===== src/rtl/multicycle_ctrl.sv =====
// Main control FSM for the multi-cycle RV32I core.
// Sequences fetch / decode / execute / memory / writeback over a shared
// memory port and a shared ALU, drives every datapath select and write
// enable, and keeps a count of retired instructions.
module multicycle_ctrl #(
    parameter int INSTRET_W = 32
) (
    input  logic                 clk_i,
    input  logic                 rst_i,
    input  logic [6:0]           op_code_i,
    input  logic [2:0]           funct3_i,
    input  logic                 zero_i,
    input  logic                 mem_ready_i,
    output logic                 pc_wr_o,
    output logic                 ir_wr_o,
    output logic                 adr_src_o,
    output logic                 mem_wr_o,
    output logic                 reg_wr_o,
    output logic [1:0]           result_src_o,
    output logic [1:0]           alu_src_a_o,
    output logic [1:0]           alu_src_b_o,
    output logic [1:0]           alu_op_o,
    output logic                 branch_o,
    output logic                 illegal_o,
    output logic                 retire_o,
    output logic [INSTRET_W-1:0] instret_o,
    output logic [3:0]           state_o
);

    typedef enum logic [3:0] {
        S_FETCH    = 4'd0,
        S_DECODE   = 4'd1,
        S_MEMADR   = 4'd2,
        S_MEMREAD  = 4'd3,
        S_MEMWB    = 4'd4,
        S_MEMWRITE = 4'd5,
        S_EXECR    = 4'd6,
        S_ALUWB    = 4'd7,
        S_EXECI    = 4'd8,
        S_JAL      = 4'd9,
        S_BEQ      = 4'd10,
        S_TRAP     = 4'd11
    } state_e;

    // Major opcodes recognised in DECODE
    localparam logic [6:0] OP_LOAD   = 7'b0000011;
    localparam logic [6:0] OP_STORE  = 7'b0100011;
    localparam logic [6:0] OP_RTYPE  = 7'b0110011;
    localparam logic [6:0] OP_ITYPE  = 7'b0010011;
    localparam logic [6:0] OP_JAL    = 7'b1101111;
    localparam logic [6:0] OP_BRANCH = 7'b1100011;

    // Branch funct3 encodings
    localparam logic [2:0] F3_BEQ = 3'b000;
    localparam logic [2:0] F3_BNE = 3'b001;

    // Datapath select encodings
    localparam logic [1:0] RES_ALUOUT = 2'b00;
    localparam logic [1:0] RES_MEM    = 2'b01;
    localparam logic [1:0] RES_ALU    = 2'b10;
    localparam logic [1:0] A_PC       = 2'b00;
    localparam logic [1:0] A_OLDPC    = 2'b01;
    localparam logic [1:0] A_RS1      = 2'b10;
    localparam logic [1:0] B_RS2      = 2'b00;
    localparam logic [1:0] B_IMM      = 2'b01;
    localparam logic [1:0] B_FOUR     = 2'b10;
    localparam logic [1:0] ALU_ADD    = 2'b00;
    localparam logic [1:0] ALU_SUB    = 2'b01;
    localparam logic [1:0] ALU_FUNCT  = 2'b10;

    localparam logic [INSTRET_W-1:0] INSTRET_ONE = INSTRET_W'(1);

    state_e               state_q;
    state_e               state_d;
    logic [INSTRET_W-1:0] instret_q;
    logic [INSTRET_W-1:0] instret_d;
    logic                 retire_s;

    // Conditional branch decision; only BEQ/BNE are supported, any other
    // funct3 leaves the PC alone.
    function automatic logic branch_taken(input logic [2:0] f3, input logic zero);
        logic taken;
        case (f3)
            F3_BEQ:  taken = zero;
            F3_BNE:  taken = ~zero;
            default: taken = 1'b0;
        endcase
        return taken;
    endfunction

    // State and retired-instruction counter registers; reset wins over everything
    always_ff @(posedge clk_i) begin
        if (rst_i) begin
            state_q   <= S_FETCH;
            instret_q <= '0;
        end else begin
            state_q   <= state_d;
            instret_q <= instret_d;
        end
    end

    // Next-state sequencing
    always_comb begin
        state_d = S_FETCH;
        case (state_q)
            S_FETCH: begin
                if (mem_ready_i) begin
                    state_d = S_DECODE;
                end else begin
                    state_d = S_FETCH;
                end
            end
            S_DECODE: begin
                case (op_code_i)
                    OP_LOAD, OP_STORE: state_d = S_MEMADR;
                    OP_RTYPE:          state_d = S_EXECR;
                    OP_ITYPE:          state_d = S_EXECI;
                    OP_JAL:            state_d = S_JAL;
                    OP_BRANCH:         state_d = S_BEQ;
                    default:           state_d = S_TRAP;
                endcase
            end
            S_MEMADR: begin
                if (op_code_i == OP_LOAD) begin
                    state_d = S_MEMREAD;
                end else begin
                    state_d = S_MEMWRITE;
                end
            end
            S_MEMREAD: begin
                if (mem_ready_i) begin
                    state_d = S_MEMWB;
                end else begin
                    state_d = S_MEMREAD;
                end
            end
            S_MEMWB: state_d = S_FETCH;
            S_MEMWRITE: begin
                if (mem_ready_i) begin
                    state_d = S_FETCH;
                end else begin
                    state_d = S_MEMWRITE;
                end
            end
            S_EXECR: state_d = S_ALUWB;
            S_EXECI: state_d = S_ALUWB;
            S_ALUWB: state_d = S_FETCH;
            // JAL retires through ALUWB, which writes PC+4 into rd
            S_JAL:   state_d = S_ALUWB;
            S_BEQ:   state_d = S_FETCH;
            // Only reset leaves the trap state
            S_TRAP:  state_d = S_TRAP;
            // Unused encodings recover to FETCH
            default: state_d = S_FETCH;
        endcase
    end

    // Instruction completion: the cycle that hands control back to FETCH
    always_comb begin
        retire_s = 1'b0;
        case (state_q)
            S_MEMWB:    retire_s = 1'b1;
            S_MEMWRITE: retire_s = mem_ready_i;
            S_ALUWB:    retire_s = 1'b1;
            S_BEQ:      retire_s = 1'b1;
            default:    retire_s = 1'b0;
        endcase
    end

    // Counter next value; wraps naturally at 2^INSTRET_W
    always_comb begin
        if (retire_s) begin
            instret_d = instret_q + INSTRET_ONE;
        end else begin
            instret_d = instret_q;
        end
    end

    // Moore datapath controls, plus the few enables gated by live inputs
    always_comb begin
        pc_wr_o      = 1'b0;
        ir_wr_o      = 1'b0;
        adr_src_o    = 1'b0;
        mem_wr_o     = 1'b0;
        reg_wr_o     = 1'b0;
        result_src_o = RES_ALUOUT;
        alu_src_a_o  = A_PC;
        alu_src_b_o  = B_RS2;
        alu_op_o     = ALU_ADD;
        branch_o     = 1'b0;
        illegal_o    = 1'b0;
        case (state_q)
            S_FETCH: begin
                // PC+4 goes straight to the PC while IR/old-PC capture the fetch
                alu_src_a_o  = A_PC;
                alu_src_b_o  = B_FOUR;
                alu_op_o     = ALU_ADD;
                result_src_o = RES_ALU;
                ir_wr_o      = mem_ready_i;
                pc_wr_o      = mem_ready_i;
            end
            S_DECODE: begin
                // Precompute the branch target old PC + imm into ALUOut
                alu_src_a_o = A_OLDPC;
                alu_src_b_o = B_IMM;
                alu_op_o    = ALU_ADD;
            end
            S_MEMADR: begin
                alu_src_a_o = A_RS1;
                alu_src_b_o = B_IMM;
                alu_op_o    = ALU_ADD;
            end
            S_MEMREAD: begin
                adr_src_o    = 1'b1;
                result_src_o = RES_ALUOUT;
            end
            S_MEMWB: begin
                result_src_o = RES_MEM;
                reg_wr_o     = 1'b1;
            end
            S_MEMWRITE: begin
                // Strobe stays up for the whole wait
                adr_src_o = 1'b1;
                mem_wr_o  = 1'b1;
            end
            S_EXECR: begin
                alu_src_a_o = A_RS1;
                alu_src_b_o = B_RS2;
                alu_op_o    = ALU_FUNCT;
            end
            S_EXECI: begin
                alu_src_a_o = A_RS1;
                alu_src_b_o = B_IMM;
                alu_op_o    = ALU_FUNCT;
            end
            S_ALUWB: begin
                result_src_o = RES_ALUOUT;
                reg_wr_o     = 1'b1;
            end
            S_JAL: begin
                // Jump target (from DECODE) into PC; old PC + 4 into ALUOut
                alu_src_a_o  = A_OLDPC;
                alu_src_b_o  = B_FOUR;
                alu_op_o     = ALU_ADD;
                result_src_o = RES_ALUOUT;
                pc_wr_o      = 1'b1;
            end
            S_BEQ: begin
                alu_src_a_o  = A_RS1;
                alu_src_b_o  = B_RS2;
                alu_op_o     = ALU_SUB;
                result_src_o = RES_ALUOUT;
                branch_o     = 1'b1;
                pc_wr_o      = branch_taken(funct3_i, zero_i);
            end
            S_TRAP: begin
                illegal_o = 1'b1;
            end
            default: begin
                illegal_o = 1'b0;
            end
        endcase
    end

    // A retire in the same cycle as reset is cancelled along with the transition
    always_comb begin
        if (rst_i) begin
            retire_o = 1'b0;
        end else begin
            retire_o = retire_s;
        end
    end

    assign instret_o = instret_q;
    assign state_o   = state_q;

endmodule


===== config.mk =====
export PLATFORM = sky130hd
export DESIGN_NAME = multicycle_ctrl
export DESIGN_NICKNAME = d
export VERILOG_FILES = /design/src/rtl/multicycle_ctrl.sv
export SDC_FILE = /design/constraint.sdc
export NUM_CORES = 1
export LEC_CHECK = 0
export BUFFER_PORTS_ARGS = -buffer_cell sky130_fd_sc_hd__clkbuf_2
export CAP_MARGIN = 0
export CORE_MARGIN = 4
export CORE_UTILIZATION = 52
export CTS_CLUSTER_SIZE = 24
export DETAILED_ROUTE_END_ITERATION = 7
export PLACE_DENSITY = 0.8
export SLEW_MARGIN = 20
export SYNTH_ARGS = -nofsm -noshare
export SYNTH_HDL_FRONTEND = slang
export SYNTH_SLANG_ARGS = --single-unit

===== constraint.sdc =====
create_clock -name clk_i -period 2.45 [get_ports clk_i]
set_input_delay 0.49 -clock clk_i [delete_from_list [all_inputs] [get_ports clk_i]]
set_output_delay 0.49 -clock clk_i [all_outputs]
set_load 0.005 [all_outputs]

==> reports/qor.yml <==
drc: 0
cts-resized-gates: 0
required_ps: 1960
synth_edf_count: 0
syn-cell-area_sq_mm: 0.00226
endpoint_kind: "primary output"
p_sw_frac: 0.381
syn_to_final_growth_pct: 20.8
synth_area_leader_cell: "dfxtp_1"
clock_skew_ps: 4.39
syn_area_per_cell_sq_um: 7.68
p_leak_nw: 1.07
synthCells: 295
p_total_mw: 1.96
synth_common_cells: "nor2_1 (40), dfxtp_1 (36), a21oi_1 (25)"
cts.clk_slew.worst_paths_ps: 70
drt_iter0_markers: 94
synth.net_count: 310
cp_slowest_cell: "dfxtp_1"
fin_setup_tns_ps: 0
start_util: 0.550
ios: 66
pwr-share-comb: 0.432
period_share: 0.860
clock.fmax_mhz: 475
post_cts_buffers: 0
max_stage_delay_ps: 370
synth_most_common_cell: "nor2_1"
seqPwrFrac: 0.350
ctsHoldBuffers: 0
finalNetCount: 375
maxSlewHeadroom: 0.557
die_x_microns: 74.0
firstDrtPassIters: 4
wl_per_cell_microns: 13.9
crit_chain: "buf_4, inv_1, nand2_1, nor2_1, nand2_1, o31ai_1, clkbuf_2"
grt_antenna_before_repair: 0
coreArea_sq_mm: 0.00412
crit_top_cell: "nand2_1"
clock_latency_ps: 280
drv_slew: 0
crit_family: "buffers and inverters"
cts_root_buf: "clkbuf_8"
globalRouteOverflowTotal: 0
grt_pass1_wl_mm: 9.41
drv_cap: 0
ys_warn_count: 0
cts_buffer_depth: 2
async_flop_share: 0
finalHoldViolCount: 0
p_per_area_mw_per_mm2: 717
yosys_most_used_dff: "dfxtp_1"
min_path_type: "flop to flop"
n_antenna_cell: 0
synth.area.top_cells: "dfxtp_1 (32%), nor2_1 (6.6%), xnor2_1 (5.8%), a21oi_1 (5.5%), nand2_1 (3.8%)"
htree_levels: 2
gp_congestion: 0.901
clkPwrFrac: 0.218
cp.arrival_ps: 1620
grt_usage: 0.213
timing.critical_path.buf_inv: 3
drtAntennaViolNets: 0
synth-seq-area-share: 0.318
clock_sinks: 36
yosysUniqueCellTypes: 55
drt_wl_total_mm: 5.72
yosysTopAreaCellShare: 0.318
die_area_sq_mm: 0.00548
cts_tree: "yes"
p_switching_mw: 0.747
path_class: "flop to primary output"
holdWs_ps: 513
cts_buffers: 5
cp-start-kind: "flop"
die_height_microns: 74.0
post_layout_nonfiller_instances: 411
setup_violations: 0
grt_max_degree: 23
drive_gt1_frac: 0.258
layout_min_cycle_time_ps: 2110
vdd_drop_max_uv: 313
dp_cells: 403
ys_ff_latch: 36
grt_setup_unrepaired: "no"
internal_power_mw: 1.22
grt_pass1_vias: 2240
vias_per_cell: 5.76
worstMarginPinSlew_ps: 647
critical_path.max_fanout: 14
hpwl_mm: 4.26
vias: 2369
portBuffers: 65
rows: 23
status: "finished clean"
## registers in the layout, indices dropped and copies added, names as in the netlist
register   cells
instret_o     32
state_o        4
## routing by layer
| metal | part of all wire | routed length [microns] | track usage |
|---|---|---|---|
| met5 | 0 | 0 | 0 |
| met4 | 0.013 | 74 | 0.0825 |
| met3 | 0.068 | 387 | 0.0486 |
| met2 | 0.47 | 2710 | 0.361 |
| met1 | 0.45 | 2550 | 0.261 |
## stage by stage
stage | instance area [sq um] | setup slack, ps | util
after floorplan | 2260 | 511 | -
after global placement | 2650 | 385 | 0.643
after detailed placement | 2650 | 190 | 0.643
after CTS | 2740 | 313 | 0.665
after global routing | 2740 | 218 | 0.665
final | 2740 | 343 | 0.665
## worst reg2reg max path, cell delays in order (launching register included)
cell,delay [ps]
dfxtp_1,370
nand2b_4,200
a211o_4,410
a2111oi_0,660
a31o_2,260
a21oi_1,60
## cells by family after synthesis
logic type	Yosys count	share of synthesized area
AOI/OAI and AO/OA	68	0.205
xor gates and xnor gates	22	0.0851
muxes	3	0.0144
and+or+nand+nor	136	0.315
buffers and inverters	28	0.0525
adders and majority gates	2	0.00994
DFF	36	0.318
## worst paths after layout
kind / slack (ps) / start / to / depth (start not counted)
worst max-delay path: 340 / state_o[2]$_SDFF_PP0_ / pc_wr_o / 7
worst min-delay path: 510 / instret_o[29]$_SDFFE_PP0P_ / instret_o[29]$_SDFFE_PP0P_ / 2
worst max register to register: 360 / state_o[3]$_SDFF_PP0_ / instret_o[23]$_SDFFE_PP0P_ / 5
worst min register to register: 510 / instret_o[29]$_SDFFE_PP0P_ / instret_o[29]$_SDFFE_PP0P_ / 2
## power by group through the flow
stage                     clock [mW]  sequential [mW]  combinational (mW)
after global routing           0.461            0.694               0.934
final                          0.428            0.687               0.847
after CTS                      0.442            0.686               0.847
after floorplan                    0            0.675               0.567
after detailed placement           0            0.699               0.842
after global placement             0            0.697               0.834
## cells in the final DEF, fill, tap and decap left out, types with 2 or more instances in the layout
master and count:
o211ai_1 3, o31ai_1 2, clkbuf_8 6, clkbuf_1 2
mux2_2 2, and4_1 2, or3_1 8, clkbuf_2 65
buf_4 9, inv_1 12, nand2_1 23, o21ai_0 12
dfxtp_1 36, nor2_1 40, a2111oi_0 2, nand4_2 2
nand2b_1 4, nor2b_1 5, nand4_1 12, o2111ai_1 5
a31oi_1 3, or2_2 2, nor4_1 2, xor2_1 7
a211oi_1 6, and2_1 4, and3_1 3, xnor2_1 15
nor3_1 11, nand3_1 9, a21oi_1 25
## cell type report
| cell class | count | area [sq um] |
|---|---|---|
| clock buffers | 8 | 90.1 |
| fillers | 369 | 1380 |
| repair buffers | 74 | 393 |
| inverters | 12 | 45.0 |
| flip-flops and latches | 36 | 721 |
| multi-input cells | 231 | 1430 |
| well taps | 50 | 62.6 |
(Power assumes the default switching activity.)
